===== src/rtl/dmem_arb_pkg.sv =====
// Shared types and constants for the data memory arbiter.
// Latency: none (definitions only).
// Backpressure: none (definitions only).
package dmem_arb_pkg;

  // Ownership states of the arbiter
  typedef enum logic [1:0] {
    IDLE    = 2'd0,
    CPU_OWN = 2'd1,
    LDR_OWN = 2'd2
  } state_t;

  // Requester ids, also used to route read returns
  localparam logic REQ_CPU = 1'b0;
  localparam logic REQ_LDR = 1'b1;

  // Port B reads the byte just past the addressed word
  localparam int ADDR_OFFSET_B = 4;

endpackage


===== src/rtl/dmem_wait_counter.sv =====
// Saturating loader wait counter; at_max flags that the loader must win next.
// Latency: count updates on the clock edge after inc/clr.
// Backpressure: none; clr has priority over inc.
module dmem_wait_counter
  import dmem_arb_pkg::*;
#(
  parameter int MAX_WAIT = 8,
  parameter int WAIT_W   = 8
) (
  input  logic              clk,
  input  logic              rst_n,
  input  logic              inc,
  input  logic              clr,
  output logic [WAIT_W-1:0] cnt,
  output logic              at_max
);

  assign at_max = (cnt == WAIT_W'(MAX_WAIT));

  // Count loader wait cycles, holding at MAX_WAIT until cleared
  always_ff @(posedge clk or negedge rst_n) begin
    if (!rst_n) begin
      cnt <= '0;
    end else if (clr) begin
      cnt <= '0;
    end else if (inc && !at_max) begin
      cnt <= cnt + 1'b1;
    end
  end

endmodule


===== src/rtl/dmem_arbiter.sv =====
// Arbitrates the shared data memory between the CPU MEM stage and the image loader.
// Latency: grant is combinational with the request; read data returns one cycle later.
// Backpressure: the losing requester holds its request; the CPU sees cpu_stall. Optional stats: DMEM_ARB_STATS_EN.
module dmem_arbiter
  import dmem_arb_pkg::*;
#(
  parameter int ADDR_W   = 32,
  parameter int WORD_W   = 32,
  parameter int BYTE_W   = 8,
  parameter int MAX_WAIT = 8,
  parameter int WAIT_W   = 8
) (
  input  logic              clk,
  input  logic              rst_n,
  input  logic              cpu_req,
  input  logic              cpu_we,
  input  logic [ADDR_W-1:0] cpu_addr,
  input  logic [BYTE_W-1:0] cpu_wdata,
  input  logic              cpu_lock,
  output logic              cpu_gnt,
  output logic              cpu_stall,
  output logic              cpu_rvalid,
  output logic [WORD_W-1:0] cpu_rword,
  output logic [BYTE_W-1:0] cpu_rbyte,
  input  logic              ldr_req,
  input  logic              ldr_we,
  input  logic [ADDR_W-1:0] ldr_addr,
  input  logic [BYTE_W-1:0] ldr_wdata,
  input  logic              ldr_lock,
  output logic              ldr_gnt,
  output logic              ldr_rvalid,
  output logic [WORD_W-1:0] ldr_rword,
  output logic [BYTE_W-1:0] ldr_rbyte,
  output logic              mem_we,
  output logic [ADDR_W-1:0] mem_a,
  output logic [ADDR_W-1:0] mem_b,
  output logic [BYTE_W-1:0] mem_din,
  input  logic [WORD_W-1:0] mem_do,
  input  logic [BYTE_W-1:0] mem_dob
`ifdef DMEM_ARB_STATS_EN
  ,
  input  logic              stat_clr,
  output logic [31:0]       stat_conflicts,
  output logic [31:0]       stat_starve
`endif
);

  state_t            state;
  state_t            state_nxt;
  logic [WAIT_W-1:0] wait_cnt;
  logic              at_max;
  logic              starve;
  logic              win_vld;
  logic              win_id;
  logic              win_lock;
  logic              rd_vld;
  logic              rd_id;

  // Loader has waited long enough that it must beat the CPU, lock or not
  assign starve = ldr_req & at_max;

  dmem_wait_counter #(
    .MAX_WAIT (MAX_WAIT),
    .WAIT_W   (WAIT_W)
  ) u_wait_counter (
    .clk    (clk),
    .rst_n  (rst_n),
    .inc    (ldr_req & ~ldr_gnt),
    .clr    (ldr_gnt | ~ldr_req),
    .cnt    (wait_cnt),
    .at_max (at_max)
  );

  // Ownership state register
  always_ff @(posedge clk or negedge rst_n) begin
    if (!rst_n) begin
      state <= IDLE;
    end else begin
      state <= state_nxt;
    end
  end

  // Pick the winner, drive the memory mux and decide the next owner
  always_comb begin
    win_vld   = 1'b0;
    win_id    = REQ_CPU;
    win_lock  = 1'b0;
    state_nxt = IDLE;
    mem_we    = 1'b0;
    mem_a     = '0;
    mem_din   = '0;
    // A locked loader keeps the port; CPU_OWN grants the same as IDLE
    // because the CPU already wins there unless the guard fires.
    if (!rst_n) begin
      win_vld = 1'b0;
    end else if (state == LDR_OWN && ldr_req) begin
      win_vld = 1'b1;
      win_id  = REQ_LDR;
    end else if (starve) begin
      win_vld = 1'b1;
      win_id  = REQ_LDR;
    end else if (cpu_req) begin
      win_vld = 1'b1;
      win_id  = REQ_CPU;
    end else if (ldr_req) begin
      win_vld = 1'b1;
      win_id  = REQ_LDR;
    end
    if (win_vld) begin
      if (win_id == REQ_LDR) begin
        mem_we   = ldr_we;
        mem_a    = ldr_addr;
        mem_din  = ldr_wdata;
        win_lock = ldr_lock;
      end else begin
        mem_we   = cpu_we;
        mem_a    = cpu_addr;
        mem_din  = cpu_wdata;
        win_lock = cpu_lock;
      end
      if (win_lock) begin
        state_nxt = (win_id == REQ_LDR) ? LDR_OWN : CPU_OWN;
      end
    end
  end

  assign cpu_gnt   = win_vld & (win_id == REQ_CPU);
  assign ldr_gnt   = win_vld & (win_id == REQ_LDR);
  assign cpu_stall = cpu_req & ~cpu_gnt;
  assign mem_b     = mem_a + ADDR_W'(ADDR_OFFSET_B);

  // Remember which requester owns the read issued this cycle
  always_ff @(posedge clk or negedge rst_n) begin
    if (!rst_n) begin
      rd_vld <= 1'b0;
      rd_id  <= REQ_CPU;
    end else begin
      rd_vld <= win_vld & ~mem_we;
      rd_id  <= win_id;
    end
  end

  assign cpu_rvalid = rd_vld & (rd_id == REQ_CPU);
  assign ldr_rvalid = rd_vld & (rd_id == REQ_LDR);
  assign cpu_rword  = cpu_rvalid ? mem_do  : '0;
  assign cpu_rbyte  = cpu_rvalid ? mem_dob : '0;
  assign ldr_rword  = ldr_rvalid ? mem_do  : '0;
  assign ldr_rbyte  = ldr_rvalid ? mem_dob : '0;

`ifdef DMEM_ARB_STATS_EN
  // Conflict and forced-grant counters, free-running and wrapping
  always_ff @(posedge clk or negedge rst_n) begin
    if (!rst_n) begin
      stat_conflicts <= '0;
      stat_starve    <= '0;
    end else if (stat_clr) begin
      stat_conflicts <= '0;
      stat_starve    <= '0;
    end else begin
      if (cpu_req && ldr_req) begin
        stat_conflicts <= stat_conflicts + 32'd1;
      end
      if (ldr_gnt && starve && cpu_req) begin
        stat_starve <= stat_starve + 32'd1;
      end
    end
  end
`endif

endmodule


===== config.mk =====
export PLATFORM = sky130hd
export DESIGN_NAME = dmem_arbiter
export DESIGN_NICKNAME = d
export VERILOG_FILES = /design/src/rtl/dmem_arb_pkg.sv /design/src/rtl/dmem_wait_counter.sv /design/src/rtl/dmem_arbiter.sv
export SDC_FILE = /design/constraint.sdc
export NUM_CORES = 1
export LEC_CHECK = 0
export CORE_AREA = 5 5 107 109
export DETAILED_ROUTE_END_ITERATION = 10
export DIE_AREA = 0 0 112 114
export PLACE_DENSITY = 0.78
export SYNTH_ARGS = -nofsm -noshare
export SYNTH_HDL_FRONTEND = slang
export SYNTH_SLANG_ARGS = --single-unit
export TNS_END_PERCENT = 20

===== constraint.sdc =====
create_clock -name clk -period 5.6 [get_ports clk]
set_input_delay 1.68 -clock clk [delete_from_list [all_inputs] [get_ports clk]]
set_output_delay 1.68 -clock clk [all_outputs]
set_load 0.01 [all_outputs]

==> results.json <==
{
  "outcome": "finished, violations left",
  "failed_checks": "negative setup slack",
  "hp-start": "u_wait_counter.cnt[7]",
  "path_class": "input port to primary output",
  "power_density_nw_per_um2": 92.18,
  "maxSlewViolCount": 0,
  "slew_headroom_pct": 60.96,
  "die-area_um2": 12770,
  "grt_max_degree": 43,
  "area_growth_pct": 125.4,
  "crit_path_start_kind": "input port",
  "synth_top_family_by_area": "simple AND/OR/NAND/NOR gates",
  "route.detailed.drc": 0,
  "root_buffer": "clkbuf_8",
  "rows": 38,
  "setup-tns-final_ns": -0.01048,
  "drive_above_1_share_pct": 19.42,
  "cts_buffer_depth": 2,
  "synth-xor-area-share_pct": 9.698,
  "cts_tree": "done",
  "finalInstanceArea_um2": 6718,
  "syn_nets": 599,
  "synth_largest_area_cell": "and3_1",
  "nets": 961,
  "setup_viol": 1,
  "start_util_pct": 28.36,
  "grt_usage_pct": 25.91,
  "detail_route.wl_per_cell_um": 18.28,
  "r2r_start": "u_wait_counter.cnt[0]",
  "synth_adder_area_share_pct": 1.259,
  "grt_pass1_vias": 5043,
  "dp_hpwl_mm": 15.17,
  "cts_buffers": 3,
  "routed_wl_mm": 17.73,
  "clock_sinks": 12,
  "globalRouteOverflowTotal": 0,
  "fillerInstances": 922,
  "vias_per_cell": 5.135,
  "synth_seq_area_share_pct": 10.08,
  "yosysTopAreaCellShare_pct": 11.34,
  "ys_warn_count": 0,
  "cp_max_fo": 2,
  "cp_data_required_time_ns": 3.92,
  "synth-compound-area-share_pct": 18.05,
  "drv_cap": 0,
  "synth_cells": 468,
  "grt_antenna_before_repair": 2,
  "synth.area.mux_share_pct": 1.721,
  "path_clk_slew_ns": 0.05,
  "setup_ws_ns": -0.01048,
  "synth_area_leaders": "and3_1, nand2_1, dfrtp_1",
  "ant_nets": 0,
  "routabilityCongestion": 0.9519,
  "ys.flop_type": "dfrtp_1",
  "core_area_um2": 10510,
  "drtPass1Iterations": 5,
  "cp.arrival_ns": 3.93,
  "avgSynthCellArea_um2": 6.368,
  "synth-seq-cells": 12,
  "dp.cells": 962,
  "rsz0062_at_grt": "yes",
  "clk_latency_ns": 0.25,
  "fp.dieH_um": 114,
  "endpoint_kind": "primary output",
  "period_share_pct": 100.2,
  "worst_pin_slew_ns": 0.5830,
  "fin_crit_ns": 5.610,
  "synthDistinctLibCells": 60,
  "drt_iter0_markers": 439,
  "synth_area_um2": 2980,
  "hold_slack_ns": 0.6111,
  "clock_skew_ns": 0.005878,
  "vias": 4981,
  "power_mw": 0.6193,
  "p_leak_nw": 2.945,
  "fmax_ghz": 0.1782,
  "grt_pass1_wl_mm": 26.54,
  "placed_area_um2": 6659,
  "dieWidth_um": 112,
  "synthSimpleGateAreaFrac_pct": 52.27,
  "cts_hold_buf": 0,
  "vdd_ir_drop_max_mv": 0.05789,
  "critPathLaunch": "cpu_addr[10]",
  "numPortBuffers": 285,
  "synth-async-reset-ratio_pct": 100.0,
  "hp-class": "register to register",
  "cts_max_level": 1,
  "num_io_pins": 286,
  "finalHoldViolations": 0,
  "synth_edf_count": 0,
  "final-instance-count-excl-fill": 970
}
[Yosys cell counts (3+ instances only)]
library cell / instances
clkbuf_1: 23
buf_2: 6
xor2_1: 10
and4_1: 4
nand3_1: 34
nand4_1: 18
nor2_1: 16
and3_1: 54
and2_1: 47
inv_1: 6
o21ai_0: 33
nand2_1: 88
xnor2_1: 23
a21oi_1: 15
o21a_1: 4
o2111ai_1: 5
ha_1: 3
mux2i_1: 4
nor3_1: 4
dfrtp_1: 12
o22ai_1: 3
buf_4: 6
[worst paths after layout]
check	slack, ns	end	cells past startpoint
worst max-delay path	-0.01	mem_b[31]	7
worst min-delay path	0.61	u_wait_counter.cnt[7]	2
worst max register to register	3.41	u_wait_counter.cnt[0]	8
worst min register to register	0.61	u_wait_counter.cnt[7]	2
max in group asynchronous	4.00	u_wait_counter.cnt[7]	2
min in group asynchronous	1.45	u_wait_counter.cnt[4]	2
[cell type report]
class / count / area [um2] / share of cell area, %
multi-input cells: 411 / 2531 / 37.68
clock buffers: 4 / 55.05 / 0.8195
inverters: 7 / 26.28 / 0.3911
flip-flops and latches: 12 / 300.3 / 4.470
repair buffers: 395 / 3627 / 54.00
well taps: 140 / 175.2 / 2.608
diodes: 1 / 2.502 / 0.03725
[worst max-delay path, cell delays in order]
cell             delay [ns]
clkdlybuf4s50_1        0.51
nand4_1                0.18
or3_1                  0.37
or4_4                  0.56
a221oi_4               0.30
xor2_1                 0.18
buf_2                  0.15
[per-stage QoR]
step | setup WS, ns | util (%)
floorplan | 0.1980 | -
global placement | -0.4404 | 63.37
detailed placement | -0.4946 | 63.37
CTS | 0.001929 | 63.98
global route | -0.04750 | 63.93
finish | -0.01048 | 63.93
[timing repair]
| item | 4_1_cts | 5_1_grt |
|---|---|---|
| resized for setup | 39 | 39 |
| pin swaps | 7 | 10 |
| setup buffers | 3 | 0 |
| endpoints found under the setup margin | 56 | 40 |
[per-layer routing]
layer | track usage (%) | up-vias | wire length, um
li1 | - | 2382 | -
met1 | 27.89 | 2245 | 6379
met4 | 10.74 | 2 | 765
met3 | 6.207 | 54 | 1596
met2 | 48.52 | 298 | 8981
met5 | 0 | - | 10
[placed cells by master, fill, tap and decap left out, drive strengths merged, types with 3 or more instances in the layout]
cell type	synthesis	routed
o21ai	34	34
o211ai	3	3
nand3	34	34
nor4	3	3
clkbuf	23	15
and3	55	55
dfrtp	12	12
o22ai	4	4
nor4b	3	3
a21oi	17	17
nor2	16	16
ha	3	3
nand4	18	18
and4	4	4
nand2	89	89
and2	47	47
clkdlybuf4s15	0	3
clkdlybuf4s50	0	262
buf	15	115
xnor2	23	23
nor3	4	4
o2111ai	5	5
inv	6	7
xor2	10	10
o21a	4	4
mux2i	4	4
dlygate4sd2	0	3
[state kept, by name, summed over array words and instances (netlist names)]
signal              cells
rd_vld                  1
u_wait_counter.cnt      8
rd_id                   1
state                   2
[logic make-up (layout without fill, tap and decap cells)]
group / Yosys count / count (layout)
flip-flops: 12 / 12
multiplexers: 5 / 5
AO/OA/AOI/OAI: 82 / 82
other: 0 / 1
adder cells (fa/ha/maj): 3 / 3
AND/OR/NAND/NOR: 288 / 288
buffers and inverters: 45 / 406
XOR/XNOR: 33 / 33
[report_power, final]
part | total [mW] | switching (mW) | internal (mW) | leakage (nW)
clock | 0.0953 | 0.0331 | 0.0622 | 0.0288
combinational | 0.432 | 0.182 | 0.250 | 2.75
sequential | 0.0923 | 0.00240 | 0.0899 | 0.163
total | 0.619 | 0.217 | 0.402 | 2.94
Note: power is estimated with default switching activity, not from simulation.
